===== config.mk =====
export PLATFORM = sky130hd
export DESIGN_NAME = sar_adc_ctrl
export DESIGN_NICKNAME = d
export VERILOG_FILES = /design/src/rtl/sar_adc_ctrl.sv
export SDC_FILE = /design/constraint.sdc
export NUM_CORES = 1
export LEC_CHECK = 0
export CORE_AREA = 5 5 57 59
export CTS_CLUSTER_SIZE = 30
export DETAILED_ROUTE_END_ITERATION = 16
export DIE_AREA = 0 0 62 64
export PLACE_DENSITY = 0.72
export SETUP_SLACK_MARGIN = 0.5
export SLEW_MARGIN = 0
export SYNTH_ARGS = -nofsm -noshare
export SYNTH_HDL_FRONTEND = slang
export SYNTH_SLANG_ARGS = --single-unit

===== constraint.sdc =====
create_clock -name sys_clk -period 2.1 [get_ports sys_clk]
set_clock_uncertainty 0.15 [all_clocks]
set_input_delay 0.315 -clock sys_clk [delete_from_list [all_inputs] [get_ports sys_clk]]
set_output_delay 0.315 -clock sys_clk [all_outputs]
set_load 0.01 [all_outputs]

===== src/rtl/sar_adc_ctrl.sv =====
// sar_adc_ctrl: successive-approximation ADC controller built from the board's R-2R DAC plus
// an external comparator. Each conversion walks the code MSB first, holding every trial code
// for SETTLE_CYC cycles before reading the comparator.
//
// Ports:
//   sys_clk    system clock
//   sys_rst    asynchronous reset, active-high
//   start      conversion request (level, one cycle is enough; ignored while converting)
//   auto_mode  free-running conversions when high
//   cmp_in     asynchronous comparator output, 1 means Vin >= Vdac
//   dac_out    code driven to the R-2R DAC
//   result     last completed conversion
//   busy       high while a conversion is in progress
//   done       one-cycle pulse when result updates
module sar_adc_ctrl #(
   parameter int unsigned DAC_W      = 4,
   parameter int unsigned SETTLE_CYC = 1024
) (
   input  logic             sys_clk,
   input  logic             sys_rst,
   input  logic             start,
   input  logic             auto_mode,
   input  logic             cmp_in,
   output logic [DAC_W-1:0] dac_out,
   output logic [DAC_W-1:0] result,
   output logic             busy,
   output logic             done
);

   localparam int unsigned CntW = (SETTLE_CYC > 2) ? $clog2(SETTLE_CYC) : 1;
   localparam int unsigned IdxW = (DAC_W > 2) ? $clog2(DAC_W) : 1;

   localparam logic [CntW-1:0]  CntMax  = CntW'(SETTLE_CYC - 1);
   localparam logic [IdxW-1:0]  IdxMsb  = IdxW'(DAC_W - 1);
   localparam logic [DAC_W-1:0] MsbOnly = {1'b1, {(DAC_W-1){1'b0}}};

   typedef enum logic [1:0] {StIdle, StConv, StDone} state_e;

   state_e           state;
   logic             cmp_meta;
   logic             cmp_s;
   logic [CntW-1:0]  settle_cnt;
   logic [IdxW-1:0]  bit_idx;
   logic [DAC_W-1:0] trial_dec;

   // Trial code after the decision edge: drop the bit under test if Vin < Vdac, then raise
   // the next lower bit as the new trial (nothing to raise on the last bit).
   always_comb begin
      trial_dec = dac_out;
      if (!cmp_s) begin
         trial_dec[bit_idx] = 1'b0;
      end
      if (bit_idx != '0) begin
         trial_dec[bit_idx - 1'b1] = 1'b1;
      end
   end

   always_ff @(posedge sys_clk or posedge sys_rst) begin
      if (sys_rst) begin
         state      <= StIdle;
         cmp_meta   <= 1'b0;
         cmp_s      <= 1'b0;
         settle_cnt <= '0;
         bit_idx    <= IdxMsb;
         dac_out    <= '0;
         result     <= '0;
         busy       <= 1'b0;
         done       <= 1'b0;
      end else begin
         // 2-FF synchronizer; its latency is absorbed by the settle window
         cmp_meta <= cmp_in;
         cmp_s    <= cmp_meta;
         done     <= 1'b0;

         case (state)
            StIdle, StDone: begin
               if (start || auto_mode) begin
                  state      <= StConv;
                  dac_out    <= MsbOnly;
                  bit_idx    <= IdxMsb;
                  settle_cnt <= '0;
                  busy       <= 1'b1;
               end else begin
                  state   <= StIdle;
                  dac_out <= result;
               end
            end

            StConv: begin
               if (settle_cnt == CntMax) begin
                  settle_cnt <= '0;
                  dac_out    <= trial_dec;
                  if (bit_idx != '0) begin
                     bit_idx <= bit_idx - 1'b1;
                  end else begin
                     result <= trial_dec;
                     busy   <= 1'b0;
                     done   <= 1'b1;
                     state  <= StDone;
                  end
               end else begin
                  settle_cnt <= settle_cnt + 1'b1;
               end
            end

            default: state <= StIdle;
         endcase
      end
   end

endmodule


; ---- Word-level counts from Yosys, hierarchy flattened
; Cells that the tools add are included.
[totals]
regBits = 26
in_bits = 5
elab_cells = 66
output_inout_bits = 10
[op_classes]
n_lt_le_gt_ge = 4
reduce_logical = 13
mux = 27
n_eq_ne = 7
bitwise_logic = 4
n_addsub = 2
[ops]
columns = cell, n
row1 = 2-to-1 mux 10 bit, 2
row2 = case mux 10 bit (2 select lines), 1
row3 = 2-to-1 mux 4 bit, 4
row4 = adder 10 x 1 -> 10 bit (second input constant), 1
row5 = equality test 10 bit (second input constant), 1
row6 = 2-to-1 mux 2 bit, 5
row7 = 2-to-1 mux 1 bit, 9
row8 = != test 2 bit (second input constant), 4
row9 = case mux 2 bit (2 select lines), 2
row10 = case mux 4 bit (2 select lines), 1
row11 = AND reduction 4 bit, 2
row12 = less-than comparator 2 x 3 -> 1 bit (second input constant), 2
row13 = AND reduction 2 bit, 3
row14 = AND 4 bit, 1
row15 = demux 1 bit (select 2 bit), 2
row16 = greater-or-equal comparator 2 x 1 -> 1 bit (second input constant), 2
row17 = NOT 4 bit, 1
row18 = OR 4 bit, 1
row19 = nonzero test 2 bit, 2
row20 = AND reduction 3 bit, 1
row21 = equality test 2 x 1 -> 1 bit (second input constant), 1
row22 = equality test 2 bit (second input constant), 1
row23 = logical AND 1 bit, 2
row24 = zero test 2 bit, 1
row25 = 5 further kinds, 5

; ---- Depth between registers and ports, before layout
; Gate-level depths: netlist of the first run.
[depth]
word_depth = 11
ltp_mapped = 6
depth_no_buf = 6

; ---- Least setup slack after synthesis of the first run
; OpenSTA, ideal clock, no wires.
[synth_path]
path_kind = register -> register
start = reg settle_cnt[0]
end = reg dac_out[1]
slack_ns = 0.348
synth_period_minus_slack_ns = 1.752
t_arrival_ns = 1.478
setup_time_ns = 0.125
n_path_buf = 0
required_time_ns = 1.825
path_stages_with_launch = 5
cell_sequence = dfrtp_1 -> ha_1 -> nand3_2 -> o41ai_4 -> mux2_2
[synth_between]
elab_chain_cells = 3
[synth_lines]
columns = item, line_no
row1 = "start, declared", 42  ; logic [CntW-1:0] settle_cnt;
row2 = "start signal, assigned", 102  ; settle_cnt <= settle_cnt + 1'b1;
row3 = equality test 10 bit, 90  ; if (settle_cnt == CntMax) begin
row4 = != test 2 bit (no source line), -
row5 = AND reduction 2 bit (no source line), -
row6 = "end signal, assigned", 79  ; dac_out <= MsbOnly;
row7 = "end signal, assigned", 85  ; dac_out <= result;
row8 = "end signal, assigned", 92  ; dac_out <= trial_dec;
row9 = "end, declared", 24  ; output logic [DAC_W-1:0] dac_out,
; Every way passes these cells.
; A chain may end at the register's enable or synchronous reset.

; ---- Final worst setup path of the first run
[layout_path]
start = reg state[1]
end = reg result[0]
[layout_between]
elab_chain_cells = 2
[layout_lines]
columns = item, line_no
row1 = "start, declared", 39  ; state_e state;
row2 = "start signal, assigned", 60  ; state <= StIdle;
row3 = "start signal, assigned", 78  ; state <= StConv;
row4 = "start signal, assigned", 84  ; state <= StIdle;
row5 = equality test 2 x 1 -> 1 bit, 75  ; case (state)
row6 = AND reduction 3 bit (no source line), -
row7 = "end signal, assigned", 96  ; result <= trial_dec;
row8 = "end, declared", 25  ; output logic [DAC_W-1:0] result,
; Every way passes these cells.

==> summary.md, run 1 <==
| Metric | Value |
|---|---|
| Yosys warning count | `0` |
| Design Power | `888 uW` |
| Die ar. | `about 0.0040 mm2` |
| Synth cell types | `between 40 and 50` |
| Routing usage on met3 | `just over 3%` |
| Num ports | `15` |
| Die X | `62 um` |
| Worst Hold Class | `primary input to asynchronous set/reset pin` |
| Syn_nets | `147` |
| Tcrit/Tclk final | `around 83%` |
| DRT antenna net count | `0` |
| Inst Count DP | `180` |
| CTS root buf | `clkbuf_4` |
| Most Crowded Layer GR | `met2` |
| DP HPWL | `2010 um` |
| Setup TNS | `0 ns` |
| CTS Sinks | `26` |
| Worst setup path class | `flop to flop` |
| Max Slew Vio Count | `0` |
| Worst hold slack | `between 0.15 and 0.2 ns` |
| Post-layout nets | `around 190` |
| Synthesized cell area | `between 0.001 and 0.0015 mm2` |
| Final core utilization | `approximately three quarters` |
| Worst path cell trace | `nor2b_1 -> nand2_1 -> nor2_4 -> mux2_4` |
| Clk buf depth | `2` |
| Fmax | `0.573 GHz` |
| RSZ-0062 raised after global routing | `true` |
| Crit Reg-Reg Endpoint | `result[0]$_DFFE_PP0P_` |
| Drt first pass iters | `4` |
| Die height | `about 64 um` |
| Final wirelength | `about 3800 um` |
| Port Buffer Count | `14` |
| Reg-to-reg startpoint | `state[1]$_DFFE_PP0P_` |
| Initial core utilization | `~52%` |
| First-pass GRT wire length | `between 5000 and 6000 um` |
| Antenna Cells | `0` |
| CTS H-tree depth | `1` |
| Max VDD drop | `roughly 0.43 mV` |
| #FFs+latches synth | `26` |
| Routed wire per std cell | `around 18 um` |
| Synth Area per Inst | `10.1 um2` |
| Power density over the cells | `roughly 440 mW/mm2` |
| Post-synthesis cell count | `roughly 140` |
| Filler cell count | `181` |
| GRT met2 Usage | `29.0%` |
| Routability cong. | `0.852` |
| MaxCap Viol Count | `0` |
| Vias per inst | `6.17` |
| Critical path startpoint category | `flop` |
| Vias | `1290` |
| Layout Cells excl Fill | `approximately 210` |
| Worst EP required | `2.19 ns` |
| Crit. End Element | `flop` |
| Largest net degree at the start of global routing | `27` |
| Initial antenna violation count | `0` |
| Run status | `completed` |
| Reg2reg path depth | `4` |
| Post-synth ARST share | `100%` |
| Clk Latency, worst-skew pair | `approximately 0.33 ns` |
| R2r setup slk | `0.35 ns` |
| EDFF count, synth | `0` |
| Top FF cell, synth | `dfrtp_1` |
| Arrival time worst endpoint | `roughly 1.8 ns` |
| Worst-path maximum fanout | `8` |
| Residual DRC count | `0` |
| Leakage | `between 0.0009 and 0.001 uW` |
| Share of layout cells above drive strength 1 | `between 40% and 50%` |
| Worst-margin pin slew | `between 0.3 and 0.4 ns` |
| Final hold vios | `0` |
| Most frequent cells in the layout | `21 x dfrtp_1, 21 x buf_4, 15 x nand2_1` |
| Relative slew slack | `roughly three quarters` |
| Clock transition at path regs | `0.14 ns` |
| Row cnt | `19` |
| Starting DRC count in detailed routing | `69` |
| Register area share after synthesis | `approximately 47%` |
| CTS tree | `yes` |
| Crit-path max cell delay | `just over 0.5 ns` |
| CP max-delay cell | `dfrtp_2` |
| Core footprint | `around 0.0027 mm2` |
| CTS Buf Count | `3` |
| Area delta synth->final | `45.2%` |
| Met1 Use GR | `25.7%` |
| Vias in the first global route | `1200` |
| GRT Total Usage | `18.7%` |
| Minimum clock period | `approximately 1.7 ns` |
| # setup viols final | `0` |
| Grt ovf | `0` |
Yosys cell counts (2+ instances only):
master     number  share of area, %
o21ai_0         9               3.2
ha_1            5               4.5
o41ai_1         2               1.3
dfrtp_1        24                43
and3_1          2              0.90
o22ai_1         5               2.3
nand4_1         2              0.90
o21ai_1         3               1.1
a31oi_1         3               1.4
nor2_1          6               1.6
nand2b_1        2              0.90
inv_1          10               2.7
buf_2           4               1.4
nand2_1        15               4.1
mux2_1          2               1.6
nor3_1          2              0.72
a2bb2oi_1       2               1.3
mux2_2          3               2.4
dfstp_2         2               3.8
mux2i_1         2               1.4
a21oi_1         6               2.2
nand3_1         6               2.2
registers in the layout (all words and copies together), names as in the netlist:
name / flops
cmp_meta: 1
done: 1
settle_cnt: 10
bit_idx: 2
busy: 1
result: 4
state: 2
cmp_s: 1
dac_out: 4
layout make-up:
class                   count  area [um2]  share of cell area, %
repair buffers             41         353                   17.5
clock buffers               3        22.5                   1.12
inverters                  10        37.5                   1.86
multi-input cells          97         876                   43.5
flip-flops and latches     26         657                   32.6
clock inverters             1        30.0                   1.49
well taps                  31        38.8                   1.93
through the flow:
step	instance area (um2)	setup WS, ns
final	2010	0.355
after global placement	1580	0.309
after global routing	2010	0.310
after floorplan	1410	0.424
after detailed placement	1580	0.249
after CTS	1820	0.345
report_power, final:
part | internal [uW] | leakage, uW | switching, uW | total (uW)
Combinational | 13.6 | 0.000586 | 18.3 | 31.9
Clock | 193 | 0.0000279 | 156 | 349
Sequential | 504 | 0.000305 | 2.58 | 506
what timing repair did:
action                     4_1_cts  5_1_grt
pin swaps                        5       20
hold buffers                     0        0
resized for setup               26       36
setup buffers                   18        6
cloned                           0        1
setup endpoints to repair       31       21
kinds of logic (layout without fill, tap and decap cells):
family | count (synthesis) | count (layout) | synth area share (%)
and+or+nand+nor | 44 | 44 | 17.5
adders and majority gates | 5 | 5 | 4.51
AOI/OAI and AO/OA | 40 | 41 | 20.5
muxes | 7 | 7 | 5.50
DFF | 26 | 26 | 47.1
buffers and inverters | 15 | 55 | 4.96
critical path: cells and delay by family, from the launching register on:
family,cells,cell delay (ns)
mux,1,0.31
simple gates,3,0.67
flops,1,0.51
per-layer routing:
metal / up-vias / wire length, um / part of all wire [%]
li1: 586 / - / -
met1: 639 / 1580 / 41
met3: 8 / 241 / 6.3
met2: 57 / 1910 / 50
met5: - / 0 / 0
met4: 0 / 89 / 2.3
worst max-delay path by stage:
stage | start | endpoint | slack (ns)
global route | state[1]$_DFFE_PP0P_ | result[1]$_DFFE_PP0P_ | 0.31
finish | state[1]$_DFFE_PP0P_ | result[0]$_DFFE_PP0P_ | 0.35
CTS | settle_cnt[0]$_DFFE_PP0P_ | dac_out[2]$_DFFE_PP0P_ | 0.34
floorplan | settle_cnt[1]$_DFFE_PP0P_ | result[0]$_DFFE_PP0P_ | 0.42
global placement | settle_cnt[1]$_DFFE_PP0P_ | result[1]$_DFFE_PP0P_ | 0.31
detailed placement | settle_cnt[1]$_DFFE_PP0P_ | result[1]$_DFFE_PP0P_ | 0.25
Power figures use the tool's default switching activity.
==> run 2, diff against run 1 <==
==> constraint.sdc (replaced) <==
create_clock -name sys_clk -period 1.7 [get_ports sys_clk]
set_clock_uncertainty 0.15 [all_clocks]
set_input_delay 0.255 -clock sys_clk [delete_from_list [all_inputs] [get_ports sys_clk]]
set_output_delay 0.255 -clock sys_clk [all_outputs]
set_load 0.01 [all_outputs]
==> run 2 against run 1 <==
  * The run now ends with negative setup slack left
  * Register-to-register slack got worse by 0.37 ns
  * Largest power group unchanged
  * Hold slack lost 0.072 ns
  * Core utilization is 4.2 points higher
  * Critical endpoint is now settle_cnt[0]$_DFFE_PP0P_
  * Total power up 13%
  * Sequential power grew 24%
==> summary.md, run 2 (synthesis gave the netlist of run 1 again) <==
| Metric | Value |
|---|---|
| Run status | `finished with violations` |
| Failing checks | `negative setup slack` |
| Reg2reg path depth | `6` |
| Post-layout nets | `between 200 and 250` |
| Regs by FF count | `settle_cnt x10, dac_out x4, result x4` |
| Worst-margin pin slew | `0.390 ns` |
| Final wirelength | `4080 um` |
| Kind of cell adding the most delay to the critical path | `flip-flops` |
| Final worst slack | `-0.0180 ns` |
| Area delta synth->final | `53.2%` |
| Power density over the cells | `between 400 and 500 mW/mm2` |
| Most common cell after layout, fill and taps aside | `buf_4` |
| Drt first pass iters | `4` |
| Placed instance area | `0.00175 mm2` |
| Crit-path max cell delay | `approximately 0.42 ns` |
| Critical path startpoint category | `flop` |
| First-pass GRT wire length | `6350 um` |
| Vias | `roughly 1400` |
| Vias per inst | `slightly above 6` |
| Die height | `roughly 64 um` |
| Crit Reg-Reg Endpoint | `settle_cnt[0]$_DFFE_PP0P_` |
| Final Cell Area | `around 0.0021 mm2` |
| Leakage | `between 0.0009 and 0.001 uW` |
| CP max-delay cell | `dfrtp_1` |
| Initial antenna violation count | `0` |
| Final hold vios | `0` |
| Tcrit/Tclk final | `101%` |
| Port Buffer Count | `14` |
| Clk Latency, worst-skew pair | `between 0.3 and 0.4 ns` |
| Worst-path maximum fanout | `6` |
| Max reg flops | `10` |
| Clock network power share | `about 33%` |
| Starting DRC count in detailed routing | `88` |
| # setup viols final | `2` |
| CTS Buf Count | `3` |
| Worst setup path class | `flop to flop` |
| MaxCap Viol Count | `0` |
| Switch share | `a little under a quarter` |
| Residual DRC count | `0` |
| Minimum clock period | `1.72 ns` |
| Logic pwr share | `under 10%` |
| Reg-to-reg startpoint | `settle_cnt[1]$_DFFE_PP0P_` |
| Antenna Cells | `0` |
| Most frequent cells in the layout | `38 x buf_4, 21 x dfrtp_1, 14 x nand2_1` |
| Core footprint | `roughly 0.0027 mm2` |
| Relative slew slack | `roughly 74%` |
| Hold buffer count at cts | `0` |
| Worst EP required | `about 1.8 ns` |
| Share of layout cells above drive strength 1 | `55.4%` |
| CTS tree | `yes` |
| Routed wire per std cell | `18.0 um` |
| Net Sw Power | `roughly 230 uW` |
| Most flop-heavy register | `settle_cnt` |
| Clock transition at path regs | `around 0.15 ns` |
| CTS Sinks | `26` |
| DRT antenna net count | `0` |
| Largest net degree at the start of global routing | `27` |
| CTS H-tree depth | `1` |
| GRT Total Usage | `a little over a fifth` |
| Die ar. | `around 0.0040 mm2` |
| DP HPWL | `2240 um` |
| R2r setup slk | `-0.02 ns` |
| Arrival time worst endpoint | `roughly 1.8 ns` |
| Internal power | `approximately 770 uW` |
| Crit. End Element | `flop` |
| Buf/Inv on CP | `2` |
| Grt ovf | `0` |
| Max VDD drop | `0.463 mV` |
| Num ports | `15` |
| Max Slew Vio Count | `0` |
| Routability cong. | `about 0.86` |
| Initial core utilization | `between 50% and 60%` |
| Die X | `62 um` |
| Worst hold slack | `around 0.11 ns` |
| Clk buf depth | `2` |
| Worst Hold Class | `primary input to asynchronous set/reset pin` |
| Row cnt | `19` |
| RSZ-0062 raised after global routing | `true` |
| CTS root buf | `clkbuf_4` |
| Vias in the first global route | `about 1400` |
| Sequential Power Share | `approximately 63%` |
| Fmax | `slightly below 0.6 GHz` |
| Worst path cell trace | `ha_4 -> and3_4 -> buf_12 -> a31oi_4 -> buf_6 -> mux2_2` |
[run 2: cell count changes in the layout (fill, tap and decap cells not counted), moves of 3 or more]
cell,before,now
a21oi_1,6,2
a21oi_2,0,4
buf_2,0,9
buf_4,21,38
dlygate4sd2_1,10,0
nor2_1,5,2
o21ai_0,5,1
o21ai_1,6,9
[run 2: cell type report]
type	instances	area, um2
Timing Repair Buffer	59	469
Inverter	10	41.3
Multi-Input combinational cell	96	883
Fill cell	154	537
Sequential cell	26	657
Clock buffer	4	36.3
Tap cell	31	38.8
[run 2: worst max-delay path by stage]
stage,startpoint,to,slack [ns],cells past startpoint
floorplan,settle_cnt[1]$_DFFE_PP0P_,result[0]$_DFFE_PP0P_,0.02,6
detailed placement,settle_cnt[1]$_DFFE_PP0P_,result[1]$_DFFE_PP0P_,-0.03,5
global placement,settle_cnt[1]$_DFFE_PP0P_,result[1]$_DFFE_PP0P_,-0.02,5
CTS,settle_cnt[7]$_DFFE_PP0P_,dac_out[1]$_DFFE_PP0P_,0.02,3
global route,settle_cnt[1]$_DFFE_PP0P_,settle_cnt[2]$_DFFE_PP0P_,-0.10,6
finish,settle_cnt[1]$_DFFE_PP0P_,settle_cnt[0]$_DFFE_PP0P_,-0.02,6
[run 2: worst min-delay path, delay by kind of cell]
family / cells / cell delay, ns
buffers and inverters: 3 / 0.77
[run 2: per-stage QoR]
stage | total power, uW | TNS, ns | std cells | utilization [%] | setup slack [ns]
finish | 1000 | -0.0300 | 226 | 79.8 | -0.0180
global placement | 673 | -0.0262 | 200 | 65.8 | -0.0151
CTS | 992 | 0 | 219 | 73.5 | 0.0226
global route | 1040 | -0.710 | 226 | 79.8 | -0.101
detailed placement | 674 | -0.0943 | 200 | 65.8 | -0.0315
floorplan | 652 | 0 | 137 | - | 0.0242
[run 2: per-layer routing]
layer	part of all wire [%]	vias to the layer above	track usage, %
met5	0	-	0
met4	1.8	0	8.49
met3	5.1	9	5.23
met2	51	55	35.1
met1	42	684	26.4
li1	-	623	-
[run 2: timing repair]
| action | in CTS | in global routing |
|---|---|---|
| setup endpoints to repair | 34 | 34 |
| setup buffers | 15 | 7 |
| pin swaps | 14 | 13 |
| endpoints found under the hold margin | 0 | 0 |
| cloned | 0 | 0 |
| resized for setup | 65 | 30 |
[run 2: power groups by stage]
stage / registers [uW] / clock network, uW / logic [uW]
after global routing: 626 / 370 / 45.3
after detailed placement: 636 / 0 / 37.5
after global placement: 636 / 0 / 36.7
final: 625 / 335 / 40.5
after CTS: 625 / 327 / 39.2
after floorplan: 636 / 0 / 15.1
==> run 3, diff against run 2 <==
--- a/config.mk
+++ b/config.mk
@@ -6,7 +6,7 @@
 export NUM_CORES = 1
 export LEC_CHECK = 0
 export CORE_AREA = 5 5 57 59
-export CTS_CLUSTER_SIZE = 30
+export CTS_CLUSTER_SIZE = 25
 export DETAILED_ROUTE_END_ITERATION = 16
 export DIE_AREA = 0 0 62 64
 export PLACE_DENSITY = 0.72
==> results of run 3 <==
Same layout as run 2: the final DEF is identical, and so are final timing and power.
